===== config.mk =====
export PLATFORM = sky130hd
export DESIGN_NAME = vga_timing_gen
export DESIGN_NICKNAME = d
export VERILOG_FILES = /design/src/rtl/video_pkg.sv /design/src/rtl/vga_timing_gen.sv
export SDC_FILE = /design/constraint.sdc
export NUM_CORES = 1
export LEC_CHECK = 0
export ABC_AREA = 1
export BUFFER_PORTS_ARGS = -buffer_cell sky130_fd_sc_hd__buf_2
export CAP_MARGIN = 20
export CORE_MARGIN = 2
export CORE_UTILIZATION = 43
export CTS_CLUSTER_SIZE = 14
export DETAILED_ROUTE_END_ITERATION = 12
export PLACE_DENSITY = 0.65
export SLEW_MARGIN = 20
export SYNTH_ARGS = -nofsm -noshare
export SYNTH_HDL_FRONTEND = slang
export SYNTH_SLANG_ARGS = --single-unit
export TNS_END_PERCENT = 100

===== constraint.sdc =====
create_clock -name clk_i -period 6.3 [get_ports clk_i]
set_input_delay 0.315 -clock clk_i [delete_from_list [all_inputs] [get_ports clk_i]]
set_output_delay 0.315 -clock clk_i [all_outputs]
set_load 0.02 [all_outputs]

===== src/rtl/video_pkg.sv =====
// Shared video definitions: the raster timing bundle, the timing generator state
// encoding and the default 640x480@60 geometry.
package video_pkg;

    localparam int H_ACTIVE = 640;
    localparam int H_FP     = 16;
    localparam int H_SYNC   = 96;
    localparam int H_BP     = 48;
    localparam int V_ACTIVE = 480;
    localparam int V_FP     = 10;
    localparam int V_SYNC   = 2;
    localparam int V_BP     = 33;

    typedef struct packed {
        logic hsync_n;
        logic vsync_n;
        logic blank_n;
        logic end_of_line;
        logic end_of_frame;
    } VGA_Timing;

    localparam VGA_Timing TIMING_IDLE = '{
        hsync_n:      1'b1,
        vsync_n:      1'b1,
        blank_n:      1'b0,
        end_of_line:  1'b0,
        end_of_frame: 1'b0
    };

    typedef enum logic [0:0] {
        ST_IDLE = 1'b0,
        ST_RUN  = 1'b1
    } vga_state_e;

    // Counter increment that wraps back to zero after the last position.
    function automatic logic [9:0] wrap_inc(input logic [9:0] val, input logic [9:0] last);
        return (val == last) ? 10'd0 : (val + 10'd1);
    endfunction

endpackage


===== src/rtl/vga_timing_gen.sv =====
// Raster timing generator: pixel/line counters, sync/blank decode and a line-fetch
// request one line ahead. Optional frame counter under VGA_TIMING_GEN_FRAME_CNT_EN.
module vga_timing_gen
    import video_pkg::VGA_Timing;
    import video_pkg::TIMING_IDLE;
    import video_pkg::vga_state_e;
    import video_pkg::ST_IDLE;
    import video_pkg::ST_RUN;
    import video_pkg::wrap_inc;
#(
    parameter int H_ACTIVE = video_pkg::H_ACTIVE,
    parameter int H_FP     = video_pkg::H_FP,
    parameter int H_SYNC   = video_pkg::H_SYNC,
    parameter int H_BP     = video_pkg::H_BP,
    parameter int V_ACTIVE = video_pkg::V_ACTIVE,
    parameter int V_FP     = video_pkg::V_FP,
    parameter int V_SYNC   = video_pkg::V_SYNC,
    parameter int V_BP     = video_pkg::V_BP
) (
    input  logic        clk_i,
    input  logic        rst_ni,
    input  logic        en_i,
    output VGA_Timing   timing_o,
    output logic [9:0]  x_o,
    output logic [9:0]  y_o,
    output logic        fetch_start_o,
    output logic [9:0]  fetch_line_o
`ifdef VGA_TIMING_GEN_FRAME_CNT_EN
    ,
    output logic [15:0] frame_cnt_o
`endif
);

    localparam int H_TOTAL = H_ACTIVE + H_FP + H_SYNC + H_BP;
    localparam int V_TOTAL = V_ACTIVE + V_FP + V_SYNC + V_BP;

    if ((H_TOTAL > 1024) || (V_TOTAL > 1024)) begin : g_width_chk
        $error("vga_timing_gen: H_TOTAL and V_TOTAL must not exceed 1024");
    end

    localparam logic [9:0]  H_LAST  = 10'(H_TOTAL - 1);
    localparam logic [9:0]  V_LAST  = 10'(V_TOTAL - 1);
    // Decode bounds are 11 bits so a 1024-wide field still compares correctly.
    localparam logic [10:0] H_VIS   = 11'(H_ACTIVE);
    localparam logic [10:0] H_SYN_S = 11'(H_ACTIVE + H_FP);
    localparam logic [10:0] H_SYN_E = 11'(H_ACTIVE + H_FP + H_SYNC);
    localparam logic [10:0] V_VIS   = 11'(V_ACTIVE);
    localparam logic [10:0] V_SYN_S = 11'(V_ACTIVE + V_FP);
    localparam logic [10:0] V_SYN_E = 11'(V_ACTIVE + V_FP + V_SYNC);

    vga_state_e  state_q, state_d;
    logic [9:0]  h_q, h_d;
    logic [9:0]  v_q, v_d;
    logic [9:0]  nxt_v_s;
    VGA_Timing   timing_q, timing_d;
    logic        fetch_start_q, fetch_start_d;
    logic [9:0]  fetch_line_q, fetch_line_d;

    // Next state, next raster position and the decode of that position.
    always_comb begin
        state_d       = state_q;
        h_d           = 10'd0;
        v_d           = 10'd0;
        nxt_v_s       = 10'd0;
        timing_d      = TIMING_IDLE;
        fetch_start_d = 1'b0;
        fetch_line_d  = fetch_line_q;

        case (state_q)
            ST_IDLE: begin
                if (en_i) state_d = ST_RUN;
                else      state_d = ST_IDLE;
            end
            ST_RUN: begin
                if (en_i) state_d = ST_RUN;
                else      state_d = ST_IDLE;
            end
            default: state_d = ST_IDLE;
        endcase

        // Entering RUN presents (0,0); only an ongoing RUN advances the raster.
        if (en_i && (state_q == ST_RUN)) begin
            if (h_q == H_LAST) begin
                h_d = 10'd0;
                v_d = wrap_inc(v_q, V_LAST);
            end else begin
                h_d = h_q + 10'd1;
                v_d = v_q;
            end
        end else begin
            h_d = 10'd0;
            v_d = 10'd0;
        end

        nxt_v_s = wrap_inc(v_d, V_LAST);

        if (state_d == ST_RUN) begin
            timing_d.blank_n      = ({1'b0, h_d} < H_VIS) && ({1'b0, v_d} < V_VIS);
            timing_d.hsync_n      = !(({1'b0, h_d} >= H_SYN_S) && ({1'b0, h_d} < H_SYN_E));
            timing_d.vsync_n      = !(({1'b0, v_d} >= V_SYN_S) && ({1'b0, v_d} < V_SYN_E));
            timing_d.end_of_line  = (h_d == H_LAST);
            timing_d.end_of_frame = (h_d == H_LAST) && (v_d == V_LAST);
            fetch_start_d         = (h_d == H_LAST) && ({1'b0, nxt_v_s} < V_VIS);
            if (fetch_start_d) fetch_line_d = nxt_v_s;
            else               fetch_line_d = fetch_line_q;
        end else begin
            timing_d      = TIMING_IDLE;
            fetch_start_d = 1'b0;
            fetch_line_d  = fetch_line_q;
        end
    end

    // State, counters and all registered outputs.
    always_ff @(posedge clk_i or negedge rst_ni) begin
        if (!rst_ni) begin
            state_q       <= ST_IDLE;
            h_q           <= 10'd0;
            v_q           <= 10'd0;
            timing_q      <= TIMING_IDLE;
            fetch_start_q <= 1'b0;
            fetch_line_q  <= 10'd0;
        end else begin
            state_q       <= state_d;
            h_q           <= h_d;
            v_q           <= v_d;
            timing_q      <= timing_d;
            fetch_start_q <= fetch_start_d;
            fetch_line_q  <= fetch_line_d;
        end
    end

    assign timing_o      = timing_q;
    assign x_o           = h_q;
    assign y_o           = v_q;
    assign fetch_start_o = fetch_start_q;
    assign fetch_line_o  = fetch_line_q;

`ifdef VGA_TIMING_GEN_FRAME_CNT_EN
    logic [15:0] frame_cnt_q, frame_cnt_d;

    // Count completed frames; leaving RUN discards the count.
    always_comb begin
        frame_cnt_d = frame_cnt_q;
        if (state_d == ST_IDLE) begin
            frame_cnt_d = 16'd0;
        end else if (timing_q.end_of_frame) begin
            frame_cnt_d = frame_cnt_q + 16'd1;
        end else begin
            frame_cnt_d = frame_cnt_q;
        end
    end

    // Frame counter register.
    always_ff @(posedge clk_i or negedge rst_ni) begin
        if (!rst_ni) begin
            frame_cnt_q <= 16'd0;
        end else begin
            frame_cnt_q <= frame_cnt_d;
        end
    end

    assign frame_cnt_o = frame_cnt_q;
`endif

endmodule

Word level (Yosys, flattened, before mapping)
Cells that the tools add are included.
{"block": "word_totals", "wordCells": 42, "register_bits": 37, "out_inout_bits": 36, "input_bits": 3}
{"block": "classes", "reduce_logical": 9, "eq_ne": 4, "add_sub_neg": 3, "magnitude_cmp": 7, "mux": 9}
{"cell": "2-to-1 mux 10 bit", "n": 6}
{"cell": "equality test 10 bit (second input constant)", "n": 4}
{"cell": "adder 10 x 1 -> 10 bit (second input constant)", "n": 3}
{"cell": "less-than comparator 10 x 9 -> 1 bit (second input constant)", "n": 3}
{"cell": "less-than comparator 10 bit (second input constant)", "n": 2}
{"cell": ">= comparator 10 bit (second input constant)", "n": 1}
{"cell": ">= comparator 10 x 9 -> 1 bit (second input constant)", "n": 1}
{"cell": "logical AND 1 bit", "n": 6}
{"cell": "2-to-1 mux 5 bit", "n": 1}
{"cell": "zero test 1 bit", "n": 2}
{"cell": "2-to-1 mux 1 bit", "n": 2}
{"cell": "AND reduction 2 bit", "n": 1}

Depth between registers and ports, before layout
Gate-level depths: netlist (run 1).
{"block": "depth", "depth_word": 9, "depth_mapped": 19, "mapped_depth_nobuf": 19}

Worst setup path before layout (run 1)
No wires, ideal clock.
{"block": "synth_path", "path_type": "register -> register", "from": "reg h_q[0] (netlist: x_o[0])", "to": "reg fetch_line_q[0] (netlist: fetch_line_o[0])", "period_less_slack_ns": 2.401, "path_stages_with_launch": 19, "n_path_buf": 1, "arrival_time_ns": 2.284, "required_ns": 6.183, "setup_time_ns": 0.117, "setup_slack_ns": 3.899, "cell_sequence": "dfrtp_1 ha_1 nand2_2 nor2_4 nand3_2 buf_6 clkinv_8 nand2_1 nand3_2 ha_1 nand3_1 nor2_1 nand2_1 inv_2 nand2_2 nand2_4 nand2_4 nand2_1 nand2_1"}
{"block": "synth_via", "elab_chain_len": 8, "word_cells_on_any_way": 13, "classes_between": "add/sub: 2; order compare: 1; eq/ne: 3; mux: 5; reduce/logical: 2"}
{"item": "start: declaration", "line_no": "vga_timing_gen.sv:52", "source": "logic [9:0] h_q, h_d;"}
{"item": "start signal: assignment", "line_no": "vga_timing_gen.sv:117", "source": "h_q <= 10'd0;"}
{"item": "start signal: assignment", "line_no": "vga_timing_gen.sv:124", "source": "h_q <= h_d;"}
{"item": "equality test 10 bit", "line_no": "vga_timing_gen.sv:83", "source": "if (h_q == H_LAST) begin"}
{"item": "2-to-1 mux 10 bit", "line_no": "vga_timing_gen.sv:83"}
{"item": "2-to-1 mux 10 bit", "line_no": "vga_timing_gen.sv:82", "source": "if (en_i && (state_q == ST_RUN)) begin"}
{"item": "adder 10 x 1 -> 10 bit / equality test 10 bit (equally long branches)", "line_no": "video_pkg.sv:37", "source": "return (val == last) ? 10'd0 : (val + 10'd1);"}
{"item": "2-to-1 mux 10 bit", "line_no": "video_pkg.sv:37"}
{"item": "less-than comparator 10 x 9 -> 1 bit", "line_no": "vga_timing_gen.sv:103", "source": "fetch_start_d = (h_d == H_LAST) && ({1'b0, nxt_v_s} < V_VIS);"}
{"item": "logical AND 1 bit", "line_no": "vga_timing_gen.sv:103"}
{"item": "AND reduction 2 bit (no line)"}
{"item": "end signal: assignment", "line_no": "vga_timing_gen.sv:128", "source": "fetch_line_q <= fetch_line_d;"}
{"item": "end: declaration", "line_no": "vga_timing_gen.sv:57", "source": "logic [9:0] fetch_line_q, fetch_line_d;"}
Several ways; a longest one is shown, not always the timed one.
A chain may end at the register's enable or synchronous reset.

Final worst setup path (run 1)
{"block": "layout_path", "from": "reg h_q[0] (netlist: x_o[0])", "to": "reg fetch_line_q[5] (netlist: fetch_line_o[5])"}
The elaborated chain is that of the path after synthesis.

==> results.md, run 1 <==
- Fraction of layout cells with a size suffix above 1: 27.68%
- Post-CTS setup buffers: 0
- Vias in the first global route: 1927
- Simple-gate share of the synthesized area: 41.29%
- Worst Path Required: 6.47 ns
- Critical path class: reg -> reg
- Clk sinks: 37
- Clk slew on worst S/H paths: 0.07 ns
- Final nets: 342
- CTS max path bufs: 2
- Number of buffers created by CTS: 5
- Antenna Cells: 0
- Syn_nets: 298
- Outcome: finished clean
- DRC violation count after routing: 0
- Hold_buf cts: 0
- Dpl cells: 398
- # fillers: 511
- Area share of the largest cell type after synthesis: 38.70%
- Grt ovf: 0
- Ys Warns: 0
- Slew Limit Fails: 0
- Final setup vio count: 0
- Reg2Reg Setup Slack: 3.52 ns
- Worst Reg-to-Reg Cells: 17
- Yosys top cell by area: dfrtp_1
- Routed WL: 5062 um
- Dpl hpwl: 3888 um
- Seq cells post-synth: 37
- Slew at the pin closest to its max-slew limit: 0.8154 ns
- GRT Util Overall: 18.67%
- WL per Instance: 12.47 um
- Vias per std cell: 4.845
- Final ANT Viol Nets: 0
- DIE AREA: 5860 um^2
- Port Buf Inserts: 38
- Synth Area in Compound Gates: 3.040%
- Placer Congestion: 0.8975
- Largest net degree at the start of global routing: 38
- Worst slew margin: 45.64%
- Initial core utilization: 44.32%
- CTS tree: done
- Peak supply drop: 0.1391 mV
- Max frequency: 359.8 MHz
- Synth cell types: 30
- Core area: 5107 um^2
- Initial antenna violation count: 0
- Syn Area/Cell: 7.778 um^2
- Hold crit path type: in -> async
- Ys async rst share: 100.0%
- Max cap viols: 0
- Mapped Cells: 291
- Hold_ws: 0.1206 ns
- Chip width: 76.55 um
- Largest family of logic cells by synthesized area: simple AND/OR/NAND/NOR gates
- Setup TNS: 0 ns
- Num ports: 39
- Top-count cell post-synth: nand2_1
- Worst-skew pair later-pin latency: 0.28 ns
- Root Driver: clkbuf_8
- Startpoint types: register
- Syn-to-layout area delta: 15.42%
- Synth cell count leaders: nand2_1 (79), inv_1 (39), dfrtp_1 (35)
- PD cells: 157.0 nW/um^2
- Drt initial violations: 105
- Crit. End Element: register
- Resized Gates After CTS: 0
- P_leak: 1.454 nW
- Final min period: 2.779 ns
- Final Hold Viols: 0
- CTS HTree Levels: 2
- Via count: 1967
- Global-route wire length before repair: 8976 um
- Synth top area cells: dfrtp_1 (39%), nand2_1 (13%), inv_1 (6.5%)
- Most used DFF post-synth: dfrtp_1
- Post-synth EDFFs: 0
- Register area share after synthesis: 41.02%
- CP Max Fanout: 11
- Die Ht: 76.55 um
- Post-Syn Area: 2263 um^2
- DRT Pass-1 Iters: 4
- Area share of fa/ha/maj cells after synthesis: 2.211%
- Setup Skew: 0.006436 ns
- Fin cells: 406
- Multiplexer share of the synthesized area: 0%
- XOR/XNOR share of the synthesized area: 3.096%
- FP Rows: 26
- Unrepaired setup endpoints after global routing: false
- Post-route clock period utilization: 44.12%
- Arr. time, crit path: 2.95 ns
[registers in the layout, indices dropped and copies added, names as in the netlist]
| signal | flops |
|---|---|
| fetch_line_o | 10 |
| fetch_start_o | 1 |
| state_q | 1 |
| timing_o | 5 |
| x_o | 10 |
| y_o | 10 |
[report_power, final]
group          switching, mW  total [mW]  internal [mW]
sequential           0.00100       0.240          0.239
combinational         0.0116      0.0142        0.00261
clock                 0.0797       0.156         0.0766
[kinds of logic after synthesis]
group,count (synthesis)
buf+inv,51
compound gates,8
xor+xnor,8
simple gates,183
fa+ha+maj,4
flops,37
[per-layer routing]
metal,GRT usage (%),part of all wire (%),vias up
li1,-,-,1001
met2,30.27,45,41
met1,26.10,51,919
met3,3.318,3.0,6
met4,4.364,0.73,0
met5,0,0,-
[critical path: stages (launching register included)]
cell	delay, ns
dfrtp_1	0.42
ha_1	0.24
nand2_2	0.09
nor2_4	0.15
nand3_2	0.29
nand2_2	0.26
nand2_2	0.14
nand3_2	0.12
ha_1	0.15
nand3_1	0.07
nor2_1	0.09
nand2_1	0.11
inv_2	0.09
nand2_2	0.07
nand2_4	0.13
nand2_4	0.11
nand2_1	0.08
nand2_1	0.05
[layout make-up]
type | count | area (um^2) | area share, %
timing repair buffer | 38 | 190.2 | 7.280
sequential | 37 | 928.4 | 35.54
clock buffer | 6 | 72.57 | 2.778
tap | 70 | 87.58 | 3.352
inverter | 50 | 200.2 | 7.663
clock inverter | 2 | 10.01 | 0.3831
multi-input combinational | 203 | 1124 | 43.01
[cells in the final DEF, fill, tap and decap left out, types with 2 or more instances in the layout]
cell       n
buf_2     38
ha_1       4
inv_1     39
dfstp_2    2
nand3_1   23
nor2_1    27
nand2_2   11
clkinv_2   2
clkbuf_8   5
nor4_1     2
xor2_1     5
nand2_4    2
nor2_2     6
nor3_1     7
nand3_2    7
nand2_1   79
inv_2     10
nor2_4     3
nand3b_1   6
dfrtp_1   35
nand3_4    3
xnor2_1    3
nand4_1    7
[per-stage QoR]
step                instance area (um^2)  total power [mW]  util, %  setup slack (ns)
detailed placement                  2530            0.2588    49.53             3.532
CTS                                 2613            0.4179    51.15             3.509
finish                              2613            0.4102    51.15             3.521
global route                        2613            0.4313    51.15             3.221
floorplan                           2263            0.2507        -             3.899
global placement                    2530            0.2584    49.53             3.679
[path summary, 6_finish.rpt]
path / startpoint / endpoint
max in group asynchronous: rst_ni / fetch_line_o[5]
worst min register to register: fetch_line_o[4] / fetch_line_o[4]
worst max register to register: x_o[0] / fetch_line_o[5]
worst min-delay path: rst_ni / x_o[5]
min in group clk_i: en_i / state_q
worst max-delay path: x_o[0] / fetch_line_o[5]
No activity file was read; power rests on OpenSTA's default activity.
==> inputs of run 2 (changes only) <==
Settings changed: ABC_AREA 1 to 0, PLACE_DENSITY 0.65 to 0.64.
Clock period 6.3 ns to 2.7 ns, I/O delays scaled along.
==> run 2 against run 1 <==
Compared with the run above:
- sequential power is 130% higher
- the run now ends with setup timing left
- worst hold slack better by 0.35 ns
- via count grew 32%
==> results.md, run 2 <==
- Outcome: finished with violations (was finished clean)
- Failing checks: setup timing
- DRC violation count after routing: 0 (unchanged)
- Root Driver: clkbuf_8 (unchanged)
- Ys async rst share: 100.0% (unchanged)
- CTS HTree Levels: 2 (unchanged)
- Fraction of layout cells with a size suffix above 1: 46.52% (was 27.68%)
- Global-route wire length before repair: 12400 um (was 8976 um)
- Synth top area cells: dfrtp_1 (36%), xnor2_1 (5.4%), nor2_1 (4.8%) (was dfrtp_1 (39%), nand2_1 (13%), inv_1 (6.5%))
- Hold crit path type: reg -> reg (was in -> async)
- WL per Instance: 16.12 um (was 12.47 um)
- Area share of fa/ha/maj cells after synthesis: 2.074% (was 2.211%)
- Ys Warns: 0 (unchanged)
- Vias per std cell: 5.464 (was 4.845)
- Placer Congestion: 0.9085 (was 0.8975)
- Synth cell types: 60 (was 30)
- Syn Area/Cell: 9.074 um^2 (was 7.778 um^2)
- Post-synth EDFFs: 0 (unchanged)
- Synth Area in Compound Gates: 15.66% (was 3.040%)
- PD cells: 325.6 nW/um^2 (was 157.0 nW/um^2)
- Routed WL: 7639 um (was 5062 um)
- Critical path's largest stage delay: 0.52 ns (was 0.42 ns)
- Cell-by-cell trace of the critical path: or4b_1 -> or4_4 -> nor2b_4 -> or4_4 -> a2111o_1 -> nor2_2 -> or3b_4 -> mux2_4 (was ha_1 -> nand2_2 -> nor2_4 -> nand3_2 -> nand2_2 -> nand2_2 -> nand3_2 -> ha_1 -> nand3_1 -> nor2_1 -> nand2_1 -> inv_2 -> nand2_2 -> nand2_4 -> nand2_4 -> nand2_1 -> nand2_1)
- Die Ht: 78.92 um (was 76.55 um)
- Crit path from: x_o[5] (was x_o[0])
- P_leak: 1.815 nW (was 1.454 nW)
- Startpoint types: register (unchanged)
- Syn_nets: 273 (was 298)
- Number of buffers created by CTS: 5 (unchanged)
- Top-count cell post-synth: dfrtp_1 (was nand2_1)
- Final setup vio count: 13 (was 0)
- Multiplexer share of the synthesized area: 2.540% (was 0%)
- Max cap viols: 0 (unchanged)
- Syn-to-layout area delta: 53.24% (was 15.42%)
- Dpl hpwl: 5516 um (was 3888 um)
- Simple-gate share of the synthesized area: 27.06% (was 41.29%)
- Worst Path Required: 2.89 ns (was 6.47 ns)
- Dpl cells: 453 (was 398)
- Worst-skew pair later-pin latency: 0.30 ns (was 0.28 ns)
- Slew Limit Fails: 0 (unchanged)
- Initial antenna violation count: 0 (unchanged)
- Register area share after synthesis: 38.47% (was 41.02%)
- Final min period: 3.105 ns (was 2.779 ns)
- Reg2Reg Setup Slack: -0.41 ns (was 3.52 ns)
- Core area: 5473 um^2 (was 5107 um^2)
- FP Rows: 27 (was 26)
- Crit. End Element: register (unchanged)
- Chip width: 78.92 um (was 76.55 um)
- Most common cell after layout, fill and taps aside: buf_4 (was nand2_1)
- Setup Skew: 0.007866 ns (was 0.006436 ns)
- CTS tree: done (unchanged)
- Final nets: 408 (was 342)
- Yosys top cell by area: dfrtp_1 (unchanged)
- Fin cells: 474 (was 406)
- DIE AREA: 6228 um^2 (was 5860 um^2)
- Arr. time, crit path: 3.30 ns (was 2.95 ns)
- Max frequency: 322.0 MHz (was 359.8 MHz)
- Largest net degree at the start of global routing: 38 (unchanged)
- Port Buf Inserts: 38 (unchanged)
- CP most frequent cell: or4_4 (was nand2_2)
- Crit Reg-Reg Startpoint: x_o[5] (was x_o[0])
- Post-Syn Area: 2414 um^2 (was 2263 um^2)
- Clk sinks: 37 (unchanged)
- Seq cells post-synth: 37 (unchanged)
- Worst Min Path Start: fetch_line_o[3]
- CP Max Fanout: 3 (was 11)
- Slowest-stage cell, CP: or4b_1 (was dfrtp_1)
- Most frequent cells in the layout: buf_4 (100), buf_2 (38), nor2_1 (31) (was nand2_1 (79), inv_1 (39), buf_2 (38))
- Critical path class: reg -> reg (unchanged)
- Peak supply drop: 0.3410 mV (was 0.1391 mV)
- Post-route clock period utilization: 115.0% (was 44.12%)
- Slew at the pin closest to its max-slew limit: 0.8711 ns (was 0.8154 ns)
- Worst slew margin: 41.93% (was 45.64%)
- Final Hold Viols: 0 (unchanged)
- GRT Util Overall: 25.47% (was 18.67%)
- Setup TNS: -3.945 ns (was 0 ns)
- Clk slew on worst S/H paths: 0.09 ns (was 0.07 ns)
- Synth cell count leaders: dfrtp_1 (35), nor2_1 (31), nand2_1 (16), nand3_1 (16), xnor2_1 (15) (was nand2_1 (79), inv_1 (39), dfrtp_1 (35))
- Dpl ws: -0.4375 ns (was 3.532 ns)
- Final ANT Viol Nets: 0 (unchanged)
- CTS max path bufs: 2 (unchanged)
- Area share of the largest cell type after synthesis: 36.29% (was 38.70%)
- Unrepaired setup endpoints after global routing: true (was false)
- Most used DFF post-synth: dfrtp_1 (unchanged)
- XOR/XNOR share of the synthesized area: 8.657% (was 3.096%)
- Reg2reg end: fetch_line_o[5] (unchanged)
- Vias in the first global route: 2588 (was 1927)
- Worst Reg-to-Reg Cells: 8 (was 17)
- Largest family of logic cells by synthesized area: simple AND/OR/NAND/NOR gates (unchanged)
- Setup ws final: -0.4053 ns (was 3.521 ns)
- Drt initial violations: 169 (was 105)
- Num ports: 39 (unchanged)
- DRT Pass-1 Iters: 5 (was 4)
- Via count: 2590 (was 1967)
- Grt ovf: 0 (unchanged)
- Hold EP: fetch_line_o[3]
- Antenna Cells: 0 (unchanged)
- Hold depth: 1
- Initial core utilization: 44.10% (was 44.32%)
- Mapped Cells: 266 (was 291)
## run 2: cell count changes in the layout (fill, tap and decap cells not counted), moves of 10 or more
cell and delta:
buf_4 +100, nand2_2 -10, a21oi_1 +11, inv_1 -27, xnor2_1 +11, nand2_1 -64
inv_2 -10
## run 2: cells by family (layout without fill, tap and decap cells)
kind of cell | count (synthesis) | after routing
AO/OA/AOI/OAI | 51 | 51
XOR/XNOR | 23 | 23
adder cells (fa/ha/maj) | 4 | 4
buffers and inverters | 28 | 164
flip-flops | 37 | 37
multiplexers | 5 | 5
AND/OR/NAND/NOR | 118 | 118
## run 2: where the power goes
part | internal (mW) | switching (mW) | total [mW]
Combinational | 0.0174 | 0.0302 | 0.0476
Sequential | 0.557 | 0.00190 | 0.559
Clock | 0.372 | 0.226 | 0.598
Total | 0.946 | 0.258 | 1.20
## run 2: layout make-up
type                       count  area (um^2)
sequential                    37        934.6
clock buffer                   5        68.82
timing repair buffer         144         1006
fill                         434         1774
inverter                      12        45.04
tap                           72        90.09
multi-input combinational    201         1485
clock inverter                 3        68.82
## run 2: metal layers
metal	share of wire, %	global-route usage, %	up-vias
met4	0.92	5.690	0
met2	49	43.42	80
met5	0	0	-
met3	4.9	3.636	8
met1	45	34.57	1271
li1	-	-	1231
## run 2: metrics by stage
step           hold WS (ns)  utilization, %  total power, mW  cell area [um^2]
2_1_floorplan       -0.1606               -           0.5830              2487
3_3_place_gp         0.2753           61.20           0.6134              3349
3_5_place_dp         0.2893           61.20           0.6141              3349
4_1_cts              0.4802           65.94            1.209              3608
5_1_grt              0.5040           67.58            1.239              3699
6_report             0.4738           67.58            1.204              3699
## run 2: worst max-delay path, delay by kind of cell (launching register included)
kind            cells  cell delay [ns]
mux                 1             0.30
simple gates        6             1.93
flops               1             0.41
compound gates      1             0.34
## run 2: worst max path at each step
stage,cells after the start,end
floorplan,11,fetch_line_o[5]
finish,8,fetch_line_o[5]
global placement,10,fetch_line_o[0]
CTS,8,fetch_line_o[5]
global route,8,fetch_line_o[5]
detailed placement,8,fetch_line_o[5]
## run 2: repair_timing
| action | 4_1_cts | 5_1_grt |
|---|---|---|
| resized for setup | 14 | 7 |
| setup buffers | 5 | 7 |
| hold buffers | 2 | 0 |
| endpoints found under the setup margin | 13 | 13 |
| endpoints found under the hold margin | 36 | 0 |
| pin swaps | 11 | 4 |
